==> src/rtl/uart_tx_arbiter.sv <==
// Round-robin arbiter sharing one UART transmitter among NUM_REQ byte producers.
// Optional message lock (contiguous multi-byte messages) enabled by defining UART_ARB_LOCK_EN.
//
// state   | meaning
// IDLE    | arbitrate; req_ready one-hot on the round-robin winner
// START   | one-cycle tx_start pulse with the latched byte
// WAIT_HI | wait for tx_busy to rise; re-pulse after 4 quiet cycles
// WAIT_LO | byte on the line, wait for tx_busy to fall
// GAP     | GAP_CYCLES idle cycles before the next arbitration
module uart_tx_arbiter #(
   parameter  int NUM_REQ    = 4,
   parameter  int DATA_WIDTH = 8,
   parameter  int GAP_CYCLES = 0,
   localparam int GW         = (NUM_REQ > 1) ? $clog2(NUM_REQ) : 1
) (
   input  logic                          clk,
   input  logic                          rst,
   input  logic [NUM_REQ-1:0]            req_valid,
   input  logic [NUM_REQ*DATA_WIDTH-1:0] req_data,
   output logic [NUM_REQ-1:0]            req_ready,
   output logic [DATA_WIDTH-1:0]         tx_data,
   output logic                          tx_start,
   input  logic                          tx_busy,
   output logic [GW-1:0]                 grant_id,
   output logic                          grant_valid
`ifdef UART_ARB_LOCK_EN
   ,
   input  logic [NUM_REQ-1:0]            req_last
`endif
);

   typedef enum logic [2:0] {
      S_IDLE,
      S_START,
      S_WAIT_HI,
      S_WAIT_LO,
      S_GAP
   } state_t;

   state_t                  state_q, state_d;
   logic [DATA_WIDTH-1:0]   tx_data_q, tx_data_d;
   logic [GW-1:0]           grant_id_q, grant_id_d;
   logic [GW-1:0]           last_grant_q, last_grant_d;
   logic [7:0]              gap_cnt_q, gap_cnt_d;
   logic [1:0]              miss_cnt_q, miss_cnt_d;

   logic [NUM_REQ-1:0]      elig;
   logic                    win_found;
   logic [GW-1:0]           win_idx;
   logic [GW:0]             cand;
   logic                    grant_now;
   logic [DATA_WIDTH-1:0]   win_data;

`ifdef UART_ARB_LOCK_EN
   logic                    lock_q, lock_d;
   logic [GW-1:0]           lock_id_q, lock_id_d;

   // While locked, only the message owner is eligible, so the search below finds it alone.
   always_comb begin
      elig = req_valid;
      if (lock_q) begin
         elig = req_valid & (NUM_REQ'(1) << lock_id_q);
      end
   end
`else
   assign elig = req_valid;
`endif

   always_comb begin
      win_found = 1'b0;
      win_idx   = '0;
      cand      = '0;
      for (int k = 1; k <= NUM_REQ; k++) begin
         cand = {1'b0, last_grant_q} + (GW+1)'(k);
         if (cand >= (GW+1)'(NUM_REQ)) begin
            cand = cand - (GW+1)'(NUM_REQ);
         end
         if (!win_found && elig[cand[GW-1:0]]) begin
            win_found = 1'b1;
            win_idx   = cand[GW-1:0];
         end
      end
   end

   assign grant_now = (state_q == S_IDLE) && !rst && !tx_busy && win_found;
   assign win_data  = req_data[int'(win_idx)*DATA_WIDTH +: DATA_WIDTH];

   always_comb begin
      req_ready = '0;
      if (grant_now) begin
         req_ready = NUM_REQ'(1) << win_idx;
      end
   end

   always_comb begin
      state_d      = state_q;
      tx_data_d    = tx_data_q;
      grant_id_d   = grant_id_q;
      last_grant_d = last_grant_q;
      gap_cnt_d    = gap_cnt_q;
      miss_cnt_d   = miss_cnt_q;
`ifdef UART_ARB_LOCK_EN
      lock_d       = lock_q;
      lock_id_d    = lock_id_q;
`endif
      case (state_q)
         S_IDLE: begin
            if (grant_now) begin
               tx_data_d  = win_data;
               grant_id_d = win_idx;
               state_d    = S_START;
`ifdef UART_ARB_LOCK_EN
               if (!lock_q) begin
                  last_grant_d = win_idx;
               end
               lock_d    = !req_last[win_idx];
               lock_id_d = win_idx;
`else
               last_grant_d = win_idx;
`endif
            end
         end
         S_START: begin
            miss_cnt_d = 2'd3;
            state_d    = S_WAIT_HI;
         end
         S_WAIT_HI: begin
            if (tx_busy) begin
               state_d = S_WAIT_LO;
            end else if (miss_cnt_q == 2'd0) begin
               state_d = S_START;
            end else begin
               miss_cnt_d = miss_cnt_q - 2'd1;
            end
         end
         S_WAIT_LO: begin
            if (!tx_busy) begin
               if (GAP_CYCLES > 0) begin
                  gap_cnt_d = 8'(GAP_CYCLES - 1);
                  state_d   = S_GAP;
               end else begin
                  state_d = S_IDLE;
               end
            end
         end
         S_GAP: begin
            if (gap_cnt_q == 8'd0) begin
               state_d = S_IDLE;
            end else begin
               gap_cnt_d = gap_cnt_q - 8'd1;
            end
         end
         default: state_d = S_IDLE;
      endcase
   end

   always_ff @(posedge clk) begin
      if (rst) begin
         state_q      <= S_IDLE;
         tx_data_q    <= '0;
         grant_id_q   <= '0;
         last_grant_q <= GW'(NUM_REQ - 1);
         gap_cnt_q    <= '0;
         miss_cnt_q   <= '0;
`ifdef UART_ARB_LOCK_EN
         lock_q       <= 1'b0;
         lock_id_q    <= '0;
`endif
      end else begin
         state_q      <= state_d;
         tx_data_q    <= tx_data_d;
         grant_id_q   <= grant_id_d;
         last_grant_q <= last_grant_d;
         gap_cnt_q    <= gap_cnt_d;
         miss_cnt_q   <= miss_cnt_d;
`ifdef UART_ARB_LOCK_EN
         lock_q       <= lock_d;
         lock_id_q    <= lock_id_d;
`endif
      end
   end

   assign tx_data     = tx_data_q;
   assign grant_id    = grant_id_q;
   assign tx_start    = (state_q == S_START);
   assign grant_valid = (state_q == S_START) || (state_q == S_WAIT_HI) || (state_q == S_WAIT_LO);

endmodule

==> config.mk <==
export PLATFORM = sky130hd
export DESIGN_NAME = uart_tx_arbiter
export DESIGN_NICKNAME = d
export VERILOG_FILES = /design/src/rtl/uart_tx_arbiter.sv
export SDC_FILE = /design/constraint.sdc
export NUM_CORES = 1
export LEC_CHECK = 0
export CAP_MARGIN = 25
export CORE_MARGIN = 2
export CORE_UTILIZATION = 45
export DETAILED_ROUTE_END_ITERATION = 8
export DONT_BUFFER_PORTS = 1
export MAX_ROUTING_LAYER = met4
export SLEW_MARGIN = 25
export SYNTH_ARGS = -nofsm -noshare
export SYNTH_HDL_FRONTEND = slang
export SYNTH_SLANG_ARGS = --single-unit
export TNS_END_PERCENT = 5
==> constraint.sdc <==
create_clock -name clk -period 1.9 [get_ports clk]
set_clock_uncertainty 0.2 [all_clocks]
set_input_delay 0.285 -clock clk [delete_from_list [all_inputs] [get_ports clk]]
set_output_delay 0.285 -clock clk [all_outputs]
set_load 0.01 [all_outputs]
# ---- Yosys cells after proc, flatten, opt, wreduce, memory -nomap -nowiden
# Cells that the tools add are included.
dict set report word_totals {
  inputBits 39
  elab_cells 88
  rom_bits 0
  latch_bits 0
  regBits 25
  memories 0
  output_inout_bits 16
  ramBits 0
}
dict set report op_classes {
  n_reduce_logical 21
  n_mul 0
  n_bitwise 1
  add_sub_neg 10
  order_cmp 8
  n_eq_ne 10
  muxes 30
  shifts 2
  div_mod_pow 0
}
# op count
set op_table {}
lappend op_table {{$shiftx 32x6->8} 1}
lappend op_table {{$mux 2} 10}
lappend op_table {{$mux 3} 5}
lappend op_table {{$pmux 3 s5} 1}
lappend op_table {{$ge 3x3->1 const B} 4}
lappend op_table {{$lt 2x3->1 const B} 4}
lappend op_table {{$ne 2x2->1 const B} 5}
lappend op_table {{$sub 2x1->2 const B} 5}
lappend op_table {{$bmux 1 s2} 4}
lappend op_table {{$logic_not 8->1} 1}
lappend op_table {{$mux 1} 8}
lappend op_table {{$sub 8x1->8 const B} 1}
lappend op_table {{$add 2x2->3 const B} 2}
lappend op_table {{$eq 3x2->1 const B} 2}
lappend op_table {{$logic_and 1x1->1} 6}
lappend op_table {{$logic_not 1->1} 5}
lappend op_table {{$mux 4} 1}
lappend op_table {{$pmux 2 s2} 1}
lappend op_table {{$reduce_and 2->1} 2}
lappend op_table {{$reduce_and 4->1} 1}
lappend op_table {{$shl 1x2->4 const A} 1}
lappend op_table {{$add 2x1->3 const B} 1}
lappend op_table {{$add 2x3->3 const B} 1}
lappend op_table {{$eq 3x1->1 const B} 1}
lappend op_table {{other kinds (8)} 9}

# ---- Depth between registers and ports, before layout
# Gate-level depths: netlist of run 1.
dict set report logic_depth {
  word_depth 18
  mapped_depth 7
  depth_no_buf 6
}

# ---- Worst setup path before layout of run 1
# Ideal clock, no wire load.
dict set report synth_path {
  path_type {reg-to-output}
  startpoint {register last_grant_q[0]}
  endpoint {output port req_ready[1]}
  path_buffers 2
  t_required_ns 1.415
  stages_incl_launch_ff 7
  t_arrival_ns 1.382
  path_slack_ns 0.033
  path_cell_list {dfxtp_1 > nand2b_1 > a21o_1 > and3_1 > buf_6 > buf_6 > nor3_1}
}
dict set report synth_via {
  elab_chain_len 17
}
# element line_no
set synth_rtl {}
lappend synth_rtl {{start: declaration} 43} ;# logic [GW-1:0] last_grant_q, last_grant_d;
lappend synth_rtl {{start signal: assignment} 162} ;# last_grant_q <= GW'(NUM_REQ - 1);
lappend synth_rtl {{start signal: assignment} 173} ;# last_grant_q <= last_grant_d;
lappend synth_rtl {{$add 2x1->3} 74} ;# cand = {1'b0, last_grant_q} + (GW+1)'(k);
lappend synth_rtl {{$ge 3x3->1 / $sub 2x1->2 (equally long branches)} {75, 76}}
lappend synth_rtl {{$mux 2} 75} ;# if (cand >= (GW+1)'(NUM_REQ)) begin
lappend synth_rtl {{$bmux 1 s2} 78} ;# if (!win_found && elig[cand[GW-1:0]]) begin
lappend synth_rtl {{$mux 1 (implied by the code)} 78}
lappend synth_rtl {{$mux 1} 78}
lappend synth_rtl {{$logic_not 1->1} 78}
lappend synth_rtl {{$logic_and 1x1->1} 78}
lappend synth_rtl {{$mux 1} 78}
lappend synth_rtl {{$logic_not 1->1} 78}
lappend synth_rtl {{$logic_and 1x1->1} 78}
lappend synth_rtl {{$mux 1} 78}
lappend synth_rtl {{$logic_not 1->1} 78}
lappend synth_rtl {{$logic_and 1x1->1} 78}
lappend synth_rtl {{$mux 2 / $mux 1 (equally long branches)} 78}
lappend synth_rtl {{$shl 1x2->4 / $logic_and 1x1->1 (equally long branches)} {91, 85}}
lappend synth_rtl {{$mux 4 *} 90} ;# if (grant_now) begin
lappend synth_rtl {{end: declaration} 20} ;# output logic [NUM_REQ-1:0] req_ready,
# Every way passes the cells marked *; elsewhere a longest branch is shown, timed or not. The select of a mux whose other input is x is not followed.

# ---- Final worst setup path of run 1
dict set report layout_path {
  startpoint {register last_grant_q[0]}
  endpoint {output port req_ready[3]}
}
# The elaborated chain is that of the path after synthesis.

==> impl_metrics.json, run 1 <==
{
  "insertion_delay_ns": 0.29,
  "worstHoldPathType": "input pin to register",
  "worst_pin_slew_ns": 0.516,
  "post_drt_via_cell_ratio": 6.00,
  "status": "finished, violations left",
  "grt_max_degree": 18,
  "relSlewSlack_pct": 65.3,
  "irDropWorstVdd_mv": 0.590,
  "route.final.wire_length_um": 2860,
  "layout_commonest_cell": "dfxtp_1",
  "cts_root_buffer": "clkbuf_4",
  "endpoint_kind": "primary output",
  "grt_pass1_wl_um": 4460,
  "io_buffers": 0,
  "antenna_cells": 0,
  "r2r-end": "tx_data[4]",
  "required_ns": 1.41,
  "fin_crit_ns": 1.90,
  "hold_depth": 2,
  "drc": 0,
  "grt_antenna_before_repair": 0,
  "rsz0062_at_grt": "yes",
  "synth_nets": 183,
  "die_w_um": 54.3,
  "wire_per_inst_um": 15.9,
  "syn_area_mm2": 0.00114,
  "syn_inst": 139,
  "fp.coreArea_mm2": 0.00243,
  "synthXorXnorAreaFrac_pct": 0,
  "critical_path.top_delay_family": "simple AND/OR/NAND/NOR gates",
  "ios": 55,
  "yosys.area_share.simple_pct": 26.4,
  "nets": 195,
  "synth-seq-area-share_pct": 28.1,
  "regToRegSetupSlack_ns": 0.11,
  "grt_overflow": 0,
  "avgSynthCellArea_um2": 8.19,
  "power.density_mw_per_mm2": 1090,
  "synth-adder-area-share_pct": 5.49,
  "setup-violations-final": 1,
  "die_h_um": 54.3,
  "slew_viol_final": 0,
  "gr-usage-all-layers_pct": 21.6,
  "max-cap-violations": 0,
  "path_class": "register to primary output",
  "ys_ff_latch": 16,
  "worstHoldEndpoint": "tx_data[5]",
  "finalCritPeriodShare_pct": 100,
  "clock_path_buffers": 2,
  "path_cells": "nand2b_4 > o211ai_1 > and2_4 > nand2_4 > a31oi_4",
  "cts_tree": "done",
  "clkTransAtPathRegs_ns": 0.10,
  "synth_top_family_by_area": "simple AND/OR/NAND/NOR gates",
  "finalSetupTns_ns": -0.00168,
  "cp_slowest_cell": "dfxtp_2",
  "fmax_mhz": 526,
  "dp_cells": 171,
  "crit_path_start_kind": "register",
  "dp_hpwl_um": 2070,
  "start_util_pct": 46.8,
  "synth_compound_area_share_pct": 24.2,
  "violations": "setup timing",
  "firstDrtPassIters": 4,
  "ys_types": 31,
  "final-hold-violation-count": 0,
  "grt_pass1_vias": 949,
  "ant_nets": 0,
  "n_fill_cell": 243,
  "critPathBufInv": 0,
  "htree_levels": 1,
  "cts_buffers": 3,
  "fin_ws_ns": -0.00168,
  "hold_start": "rst",
  "fp-row-count": 18,
  "most-common-layout-cells": "15 x dfxtp_1, 11 x inv_1, 11 x buf_4",
  "arrival_ns": 1.42,
  "rr_worst_depth": 7,
  "crit_path_max_fanout": 4,
  "vias": 1080,
  "cts.sinks": 16,
  "dieArea_mm2": 0.00295,
  "fin_cells": 180,
  "slowest_delay_ns": 0.35,
  "drive_gt1_share_pct": 22.0,
  "gp_congestion": 0.778,
  "synth-warning-count": 0,
  "syn2layout_area_growth_pct": 19.9,
  "r2r_start": "last_grant_q[0]",
  "leakage_nw": 0.580,
  "drt_iter0_drc": 15,
  "synthMuxAreaShare_pct": 7.03
}
-- repair_timing --
item / CTS / global route
hold endpoints to repair: 10 / 0
gates resized for setup: 19 / 1
buffers inserted: 2 / 0
pin swaps: 6 / 1
endpoints found under the setup margin: 4 / 4
hold buffers: 3 / 0
-- flip-flops by register name (all words and copies together) (netlist names) --
register,flops
last_grant_q,2
tx_data,8
state_q,2
miss_cnt_q,2
grant_id,2
-- synth_stat cells (all sizes together) --
cell type,instances,area (um^2)
o22a,1,8.76
nand3,1,5.00
a211o,1,8.76
nor2,8,32.5
ha,5,62.6
clkbuf,1,3.75
a21oi,4,20.0
a311oi,1,8.76
and3,3,18.8
a222oi,1,10.0
nand3b,10,87.6
o211ai,9,67.6
nand2,7,26.3
a21bo,1,10.0
mux2i,8,80.1
dfxtp,16,320
nor3,2,10.0
nor4,1,6.26
o21ai,11,55.1
a211oi,3,22.5
a31oi,9,56.3
inv,13,48.8
a21o,1,7.51
nand2b,4,25.0
and2,3,18.8
buf,7,47.5
and4,8,70.1
-- how the worst max path moves through the flow --
stage                    startpoint            to  slack [ns]  cells after the start
finish              last_grant_q[0]  req_ready[3]      -0.002                      5
global placement         state_q[0]  req_ready[0]       -0.02                      5
global route        last_grant_q[0]  req_ready[3]       -0.07                      5
detailed placement       state_q[0]  req_ready[0]       -0.06                      5
CTS                 last_grant_q[0]  req_ready[3]       -0.01                      5
floorplan           last_grant_q[0]  req_ready[1]        0.03                      6
-- per-layer routing --
metal,GRT usage [%],share of wire [%]
met4,7.50,1.0
met1,27.8,43
met2,34.7,50
met5,-,0
met3,3.01,6.5
-- logic make-up (layout without fill, tap and decap cells) --
kind of cell,count (synthesis),after routing
and+or+nand+nor,47,47
AOI/OAI and AO/OA,42,42
DFF,16,16
buffers and inverters,21,32
adders and majority gates,5,5
muxes,8,8
-- worst register-to-register path: cells and delay by family (launching register included) --
| kind | cells | cell delay (ns) |
|---|---|---|
| buffers and inverters | 2 | 0.30 |
| AO/OA/AOI/OAI | 2 | 0.23 |
| multiplexers | 1 | 0.24 |
| flip-flops | 1 | 0.37 |
| AND/OR/NAND/NOR | 2 | 0.34 |
-- power breakdown --
part,leakage [nW],internal [mW],switching (mW),total (mW)
sequential,0.131,0.435,0.0907,0.526
clock,0.0210,0.117,0.118,0.235
combinational,0.428,0.353,0.378,0.731
total,0.580,0.905,0.586,1.49
-- final cells by class --
cell class              instances  area (um^2)  share of cell area [%]
multi-input cells             102          797                    58.4
flip-flops and latches         16          322                    23.6
repair buffers                 15          124                    9.07
inverters                      13         48.8                    3.57
well taps                      30         37.5                    2.75
clock buffers                   4         36.3                    2.66
-- stage by stage --
| step | hold WS, ns | power, mW | util, % | setup slack [ns] | instance area, um^2 |
|---|---|---|---|---|---|
| floorplan | 0.237 | 0.996 | - | 0.0329 | 1140 |
| CTS | 0.00288 | 1.49 | 56.1 | -0.0121 | 1370 |
| global route | 0.0143 | 1.61 | 56.1 | -0.0718 | 1370 |
| global placement | 0.157 | 1.14 | 49.3 | -0.0177 | 1200 |
| finish | 0.00342 | 1.49 | 56.1 | -0.00168 | 1370 |
| detailed placement | 0.160 | 1.16 | 49.3 | -0.0553 | 1200 |
No activity file was read; power rests on OpenSTA's default activity.
==> inputs of run 2 (changes only) <==
--- a/config.mk
+++ b/config.mk
@@ -10,8 +10,8 @@
 export CORE_UTILIZATION = 45
 export DETAILED_ROUTE_END_ITERATION = 8
 export DONT_BUFFER_PORTS = 1
-export MAX_ROUTING_LAYER = met4
-export SLEW_MARGIN = 25
+export RECOVER_POWER = 50
+export SLEW_MARGIN = 0
 export SYNTH_ARGS = -nofsm -noshare
 export SYNTH_HDL_FRONTEND = slang
 export SYNTH_SLANG_ARGS = --single-unit
==> impl_metrics.json, run 2 (synthesis results as in run 1) <==
{
  "fin_crit_ns": 1.90,
  "most-common-layout-cells": "15 x dfxtp_1, 11 x inv_1, 10 x buf_4",
  "finalCritPeriodShare_pct": 100,
  "dieArea_mm2": 0.00295,
  "fp-row-count": 18,
  "dp_hpwl_um": 2070,
  "ant_nets": 0,
  "layout_commonest_cell": "dfxtp_1",
  "clock_path_buffers": 2,
  "antenna_cells": 0,
  "cts_tree": "done",
  "post_drt_via_cell_ratio": 5.99,
  "io_buffers": 0,
  "path_class": "register to primary output",
  "crit_path_start_kind": "register",
  "worst_pin_slew_ns": 0.516,
  "fin_cells": 180,
  "wire_per_inst_um": 15.9,
  "vias": 1078,
  "grt_pass1_vias": 950,
  "drc": 0,
  "rsz0062_at_grt": "yes",
  "setup-violations-final": 1,
  "grt_max_degree": 18,
  "largest_reg_flops": 8,
  "power.density_mw_per_mm2": 1090,
  "route.final.wire_length_um": 2870,
  "htree_levels": 1,
  "gp_congestion": 0.768,
  "dp_cells": 171,
  "start_util_pct": 46.8,
  "violations": "setup timing",
  "arrival_ns": 1.42,
  "grt_overflow": 0,
  "worstHoldPathType": "input pin to register",
  "gr-usage-all-layers_pct": 21.0,
  "insertion_delay_ns": 0.29,
  "slew_viol_final": 0,
  "status": "finished, violations left",
  "endpoint_kind": "primary output",
  "cts_buffers": 3,
  "final-hold-violation-count": 0,
  "required_ns": 1.41,
  "grt_pass1_wl_um": 4450,
  "drive_gt1_share_pct": 21.3,
  "firstDrtPassIters": 4,
  "power_mw": 1.48,
  "clkTransAtPathRegs_ns": 0.10,
  "relSlewSlack_pct": 65.3,
  "drt_iter0_drc": 16,
  "irDropWorstVdd_mv": 0.588,
  "crit_path_max_fanout": 4,
  "grt_antenna_before_repair": 0,
  "cts_root_buffer": "clkbuf_4",
  "fmax_mhz": 526,
  "fp.coreArea_mm2": 0.00243,
  "max-cap-violations": 0,
  "leakage_nw": 0.576,
  "cts.sinks": 16,
  "syn2layout_area_growth_pct": 19.6,
  "fin_ws_ns": -0.00141,
  "nets": 195,
  "die_w_um": 54.3,
  "die_h_um": 54.3,
  "ios": 55
}
==> run 2: changes by cell type in the layout (fill, tap and decap cells not counted) <==
cell	delta
buf_4	-1
clkbuf_1	+1
==> run 2: layer usage <==
| layer | up-vias | part of all wire [%] | GRT usage (%) |
|---|---|---|---|
| met2 | 36 | 50 | 34.7 |
| met5 | - | 0 | 0 |
| met4 | 0 | 1.0 | 7.50 |
| met3 | 4 | 6.1 | 3.28 |
| li1 | 540 | - | - |
| met1 | 498 | 43 | 27.6 |
==> run 2: final cells by class <==
class	instances	area (um^2)
clock buffer	4	36.3
fill	242	1070
inverter	13	48.8
multi-input combinational	102	797
sequential	16	322
tap	30	37.5
timing repair buffer	15	120
==> run 2: metrics by stage <==
step | hold slack, ns | setup TNS, ns | cell area, um^2 | worst slack [ns] | utilization [%]
floorplan | 0.237 | 0 | 1140 | 0.0329 | -
global placement | 0.157 | -0.0177 | 1200 | -0.0177 | 49.3
detailed placement | 0.160 | -0.0553 | 1200 | -0.0553 | 49.3
CTS | 0.00288 | -0.0121 | 1370 | -0.0121 | 56.1
global route | 0.0143 | -0.193 | 1360 | -0.0718 | 56.0
finish | 0.00339 | -0.00141 | 1360 | -0.00141 | 56.0
==> run 2: final timing paths <==
| kind | slack, ns | end | from | cells after the start |
|---|---|---|---|---|
| worst max-delay path | -0.001 | req_ready[3] | last_grant_q[0] | 5 |
| worst min-delay path | 0.003 | tx_data[5] | rst | 2 |
| worst max register to register | 0.11 | tx_data[4] | last_grant_q[0] | 7 |
| worst min register to register | 0.27 | miss_cnt_q[0] | miss_cnt_q[0] | 1 |
==> run 2: critical path, cell delays in order (launching register included) <==
cell      delay [ns]
dfxtp_2         0.35
nand2b_4        0.14
o211ai_1        0.16
and2_4          0.23
nand2_4         0.06
a31oi_4         0.18
==> run 2: power by group <==
part	internal [mW]	switching, mW
Sequential	0.435	0.0910
Combinational	0.344	0.378
Clock	0.117	0.118
==> run 2: repair_timing <==
item	4_1_cts	5_1_grt
hold endpoints to repair	10	0
hold buffers	3	0
pin swaps	6	1
endpoints found under the setup margin	4	4
gates resized for setup	19	1
setup buffers	2	0
==> inputs of run 3 (changes only) <==
--- a/config.mk
+++ b/config.mk
@@ -8,6 +8,7 @@
 export CAP_MARGIN = 25
 export CORE_MARGIN = 2
 export CORE_UTILIZATION = 45
+export CTS_CLUSTER_DIAMETER = 200
 export DETAILED_ROUTE_END_ITERATION = 8
 export DONT_BUFFER_PORTS = 1
 export RECOVER_POWER = 50
==> constraint.sdc (replaced) <==
create_clock -name clk -period 1.6 [get_ports clk]
set_clock_uncertainty 0.2 [all_clocks]
set_input_delay 0.24 -clock clk [delete_from_list [all_inputs] [get_ports clk]]
set_output_delay 0.24 -clock clk [all_outputs]
set_load 0.01 [all_outputs]
==> impl_metrics.json, run 3 (synthesis results as in run 1) <==
{
  "wire_per_inst_um": 15.1,
  "relSlewSlack_pct": 65.5,
  "status": "finished, violations left",
  "required_ns": 1.16,
  "fp.coreArea_mm2": 0.00243,
  "cts_tree": "done",
  "nets": 220,
  "fin_ws_ns": -0.308,
  "arrival_ns": 1.47,
  "layout_commonest_cell": "buf_4",
  "gp_congestion": 0.752,
  "clkTransAtPathRegs_ns": 0.10,
  "drt_iter0_drc": 21,
  "final-hold-violation-count": 0,
  "power.density_mw_per_mm2": 1210,
  "htree_levels": 1,
  "crit_path_max_fanout": 3,
  "post_drt_via_cell_ratio": 5.83,
  "grt_pass1_vias": 1046,
  "clock_path_buffers": 2,
  "cp_slowest_cell": "dfxtp_2",
  "cts_buffers": 3,
  "gr-usage-all-layers_pct": 21.3,
  "pwr-share-seq_pct": 32.1,
  "p_int_mw": 1.23,
  "fp-row-count": 18,
  "drive_gt1_share_pct": 28.0,
  "route.final.wire_length_um": 3090,
  "worst_pin_slew_ns": 0.515,
  "dieArea_mm2": 0.00295,
  "fin_crit_ns": 1.91,
  "firstDrtPassIters": 4,
  "worstHoldPathType": "input pin to register",
  "antenna_cells": 0,
  "drc": 0,
  "dp_hpwl_um": 2180,
  "max-cap-violations": 0,
  "endpoint_kind": "primary output",
  "violations": "setup timing",
  "power_mw": 1.97,
  "most-common-layout-cells": "19 x buf_4, 18 x dlygate4sd3_1, 13 x dfxtp_1",
  "cts_root_buffer": "clkbuf_4",
  "p_clk_share_pct": 14.0,
  "slew_viol_final": 0,
  "insertion_delay_ns": 0.29,
  "die_h_um": 54.3,
  "syn2layout_area_growth_pct": 43.4,
  "crit_path_start_kind": "register",
  "path_class": "register to primary output",
  "grt_antenna_before_repair": 0,
  "largest_reg_flops": 8,
  "grt_pass1_wl_um": 4550,
  "setup-violations-final": 15,
  "combPwrFrac_pct": 53.9,
  "start_util_pct": 46.8,
  "leakage_nw": 0.693,
  "ant_nets": 0,
  "io_buffers": 0,
  "cts.sinks": 16,
  "irDropWorstVdd_mv": 0.847,
  "grt_overflow": 0,
  "ios": 55,
  "finalCritPeriodShare_pct": 119,
  "p_sw_share_pct": 37.8,
  "path_cells": "nand2b_4 > o22a_1 > and2_4 > buf_6 > nor3_4",
  "finalSetupTns_ns": -2.42,
  "rsz0062_at_grt": "yes",
  "slowest_delay_ns": 0.34,
  "power.switching_mw": 0.744,
  "fmax_mhz": 524,
  "hold_ws_ns": 0.0528,
  "die_w_um": 54.3,
  "grt_max_degree": 17,
  "vias": 1195,
  "final_util_pct": 67.1
}
[run 3: cell types whose count changed in the layout (fill, tap and decap cells not counted), sizes merged]
cell	previous run	this run
dlygate4sd3	3	18
buf	11	22
clkbuf	5	4
[run 3: cell type report]
type / count / area (um^2)
Inverter: 13 / 48.8
Fill cell: 216 / 800
Multi-Input combinational cell: 102 / 817
Timing Repair Buffer: 40 / 369
Clock buffer: 4 / 36.3
Tap cell: 30 / 37.5
Sequential cell: 16 / 324
[run 3: power by group through the flow]
stage	registers [mW]	clock network [mW]	logic (mW)
floorplan	0.622	0	0.645
global placement	0.632	0	0.912
detailed placement	0.636	0	0.933
CTS	0.630	0.280	1.02
global route	0.647	0.294	1.16
finish	0.633	0.276	1.06
[run 3: per-stage QoR]
step	setup WS, ns	area, um^2	std cells
after floorplan	-0.0767	1220	139
final	-0.308	1630	205
after global routing	-0.366	1630	205
after CTS	-0.329	1610	204
after detailed placement	-0.178	1350	180
after global placement	-0.156	1350	180
[run 3: per-layer routing]
layer	GRT usage (%)	up-vias	part of all wire, %
met5	0	-	0
met4	9.17	0	1.3
met3	2.19	4	6.5
met2	36.5	44	50
met1	26.9	561	42
li1	-	586	-
[run 3: critical path, delay by kind of cell (launching register included)]
family / cells / cell delay (ns)
simple gates: 3 / 0.51
flops: 1 / 0.34
compound gates: 1 / 0.21
buf+inv: 1 / 0.11
[run 3: path summary, 6_finish.rpt]
path,from,endpoint,slack (ns),depth (start not counted)
worst max-delay path,last_grant_q[0],req_ready[1],-0.31,5
worst min-delay path,tx_busy,state_q[1],0.05,4
worst max register to register,last_grant_q[0],tx_data[4],-0.14,6
worst min register to register,miss_cnt_q[0],miss_cnt_q[0],0.29,1
[run 3: timing repair]
| action | 4_1_cts | 5_1_grt |
|---|---|---|
| hold buffers | 18 | 0 |
| hold endpoints to repair | 16 | 0 |
| pin swaps | 8 | 7 |
| gates resized for setup | 8 | 9 |
| setup endpoints to repair | 15 | 18 |
| setup buffers | 2 | 1 |
==> RTL change: new RTL, settings of run 3 <==
`NUM_REQ`: 4 -> 16.
--- a/src/rtl/uart_tx_arbiter.sv
+++ b/src/rtl/uart_tx_arbiter.sv
@@ -10,3 +10,3 @@
 module uart_tx_arbiter #(
-   parameter  int NUM_REQ    = 4,
+   parameter  int NUM_REQ    = 16,
    parameter  int DATA_WIDTH = 8,
Ports: changed (resized grant_id, req_data, req_ready and req_valid); port bits go from 55 to 177. The function was not compared with the original's and may differ.
==> RTL change against run 3 <==
- the flow still finishes with violations (negative setup slack)
- via count rose to 4.1 times the old value
- hold slack better by 0.056 ns
- sequential cell count up 4
- die area rose to 3.7 times the old value
- highest routed layer unchanged
- wire length rose to 5.4 times the old value
- worst setup slack worse by 2.5 ns
- fmax down 56%
- design area rose to 4.1 times the old value
- synthesized area rose to 3.9 times the old value
- count of clock-buffer cells in the layout down 1
Power is left out: the tool's default activity adds up to more than one toggle a clock period on the data nets, which glitch-free logic cannot reach.
==> RTL change: results (changes against run 3) <==
Synth
  – Cells after Synth: 503 (was 139)
  – Compound-gate portion of the synthesized area: 20.5% (was 24.2%)
  – Most instantiated cells after synthesis: mux2i_1, nor2_1, nand2_1 (was dfxtp_1, inv_1)
  – Synth area leaders: mux2i_1, mux4_2, dfxtp_1 (was dfxtp_1, mux2i_1, and4_1)
  – Syn Nets: 665 (was 183)
  – Mux cell area share after synthesis: 40.8% (was 7.03%)
  – Register area share after synthesis: 8.93% (was 28.1%)

Final layout
  – Synthesis-to-finish area growth: 47.5% (was 43.4%)
  – NonClk Buf Share: 25.6% (was 22.6%)
  – Count of multi-input gates: 433 (was 102)
  – Clkbuf count: 3 (was 4)
  – Seq cells: 20 (was 16)
  – Fraction of area in registers: 6.20% (was 19.8%)
  – Logic inverters: 18 (was 13)
  – Multi-input logic portion of the cell area: 63.4% (was 50.0%)
  – Layout cell share with drive strength beyond 1: 48.9% (was 28.0%)
  – Filler instances: 779 (was 216)

Global routing
  – Met2 usage: 50.8% (was 36.5%)
  – Initial antenna violation count: 0 (unchanged)
  – First-pass GRT wire length: 26.2 mm (was 4.55 mm)
  – Grt met3 use: 5.79% (was 2.19%)
  – Met1 Usage GRT: 39.6% (was 26.9%)
  – Tot GR Track Use: 30.0% (was 21.3%)
  – Vias in the first global route: 4973 (was 1046)
  – Largest net degree at the start of global routing: 25 (was 17)

Critical path
  – Reg-to-reg setup timing slack: -2.73 ns (was -0.14 ns)
  – Worst-path fanout max: 6 (was 3)
  – CP max stage cell: dfxtp_4 (was dfxtp_2)
  – Arrival time worst endpoint: 3.92 ns (was 1.47 ns)
  – Critical Path Sink: req_ready[12] (was req_ready[1])
  – CP max stage delay: 0.41 ns (was 0.34 ns)

Place
  – Placed insts: 748 (was 180)
  – DP Area: 5770 µm² (was 1350 µm²)
  – DP HPWL: 12.8 mm (was 2.18 mm)
  – GP Congestion: 0.969 (was 0.752)

Status
  – Failing checks: negative setup slack (unchanged)
  – Outcome: finished, violations left (unchanged)

STA
  – Setup WS post-layout: -2.76 ns (was -0.308 ns)
  – Worst slew margin: 61.4% (was 65.5%)
  – Final setup vio count: 34 (was 15)
  – Final TNS setup: -85.92 ns (was -2.42 ns)

Clock tree
  – Worst-Skew Late Latency: 0.27 ns (was 0.29 ns)

Route
  – DR iter-0 viols: 301 (was 21)
  – DR pass1 iterations: 5 (was 4)
  – Drt total wl: 16.8 mm (was 3.09 mm)
  – Vias/cell: 6.16 (was 5.83)
  – Via count: 4911 (was 1195)

Floorplan
  – Tap cell count: 133 (was 30)
[RTL change: cell types whose count changed in the layout (fill, tap and decap cells not counted), moves of 13 or more]
cell and delta:
a21oi_1 +20, buf_6 +13, nor2_1 +27, mux2i_1 +68, buf_4 +139, nand2_1 +26, dlygate4sd3_1 -16, mux2_2 +18
mux4_2 +28
[RTL change: cell families (layout without fill, tap and decap cells)]
family	Yosys count	in the layout
buffers and inverters	50	211
adder cells (fa/ha/maj)	15	15
XOR/XNOR	10	10
AO/OA/AOI/OAI	126	126
flip-flops	20	20
multiplexers	140	140
AND/OR/NAND/NOR	142	142
[RTL change: critical path: cells and delay by family (launching register included)]
kind                       cells  cell delay, ns
AOI/OAI and AO/OA              5            0.78
DFF                            1            0.41
muxes                          2            0.58
and+or+nand+nor                4            0.37
buffers and inverters          9            1.20
adders and majority gates      1            0.31
[RTL change: worst min path at each step]
stage | from | endpoint | slack (ns) | depth (start not counted)
floorplan | rst | state_q[1] | 0.11 | 1
global placement | rst | grant_id[3] | 0.11 | 1
detailed placement | rst | grant_id[3] | 0.12 | 1
CTS | tx_busy | state_q[1] | 0.12 | 3
global route | tx_busy | state_q[1] | 0.14 | 3
finish | tx_busy | state_q[1] | 0.11 | 3
[RTL change: repair_timing]
action	in CTS	in global routing
hold buffers	2	0
gates resized for setup	62	22
pin swaps	27	6
endpoints found under the hold margin	12	0
gates cloned	3	1
buffers inserted	39	0
endpoints found under the setup margin	36	37
[RTL change: per-layer routing]
| layer | up-vias | share of wire (%) |
|---|---|---|
| met2 | 211 | 49 |
| met4 | 0 | 2.2 |
| met5 | - | 0 |
| li1 | 2286 | - |
| met3 | 34 | 7.5 |
| met1 | 2380 | 41 |
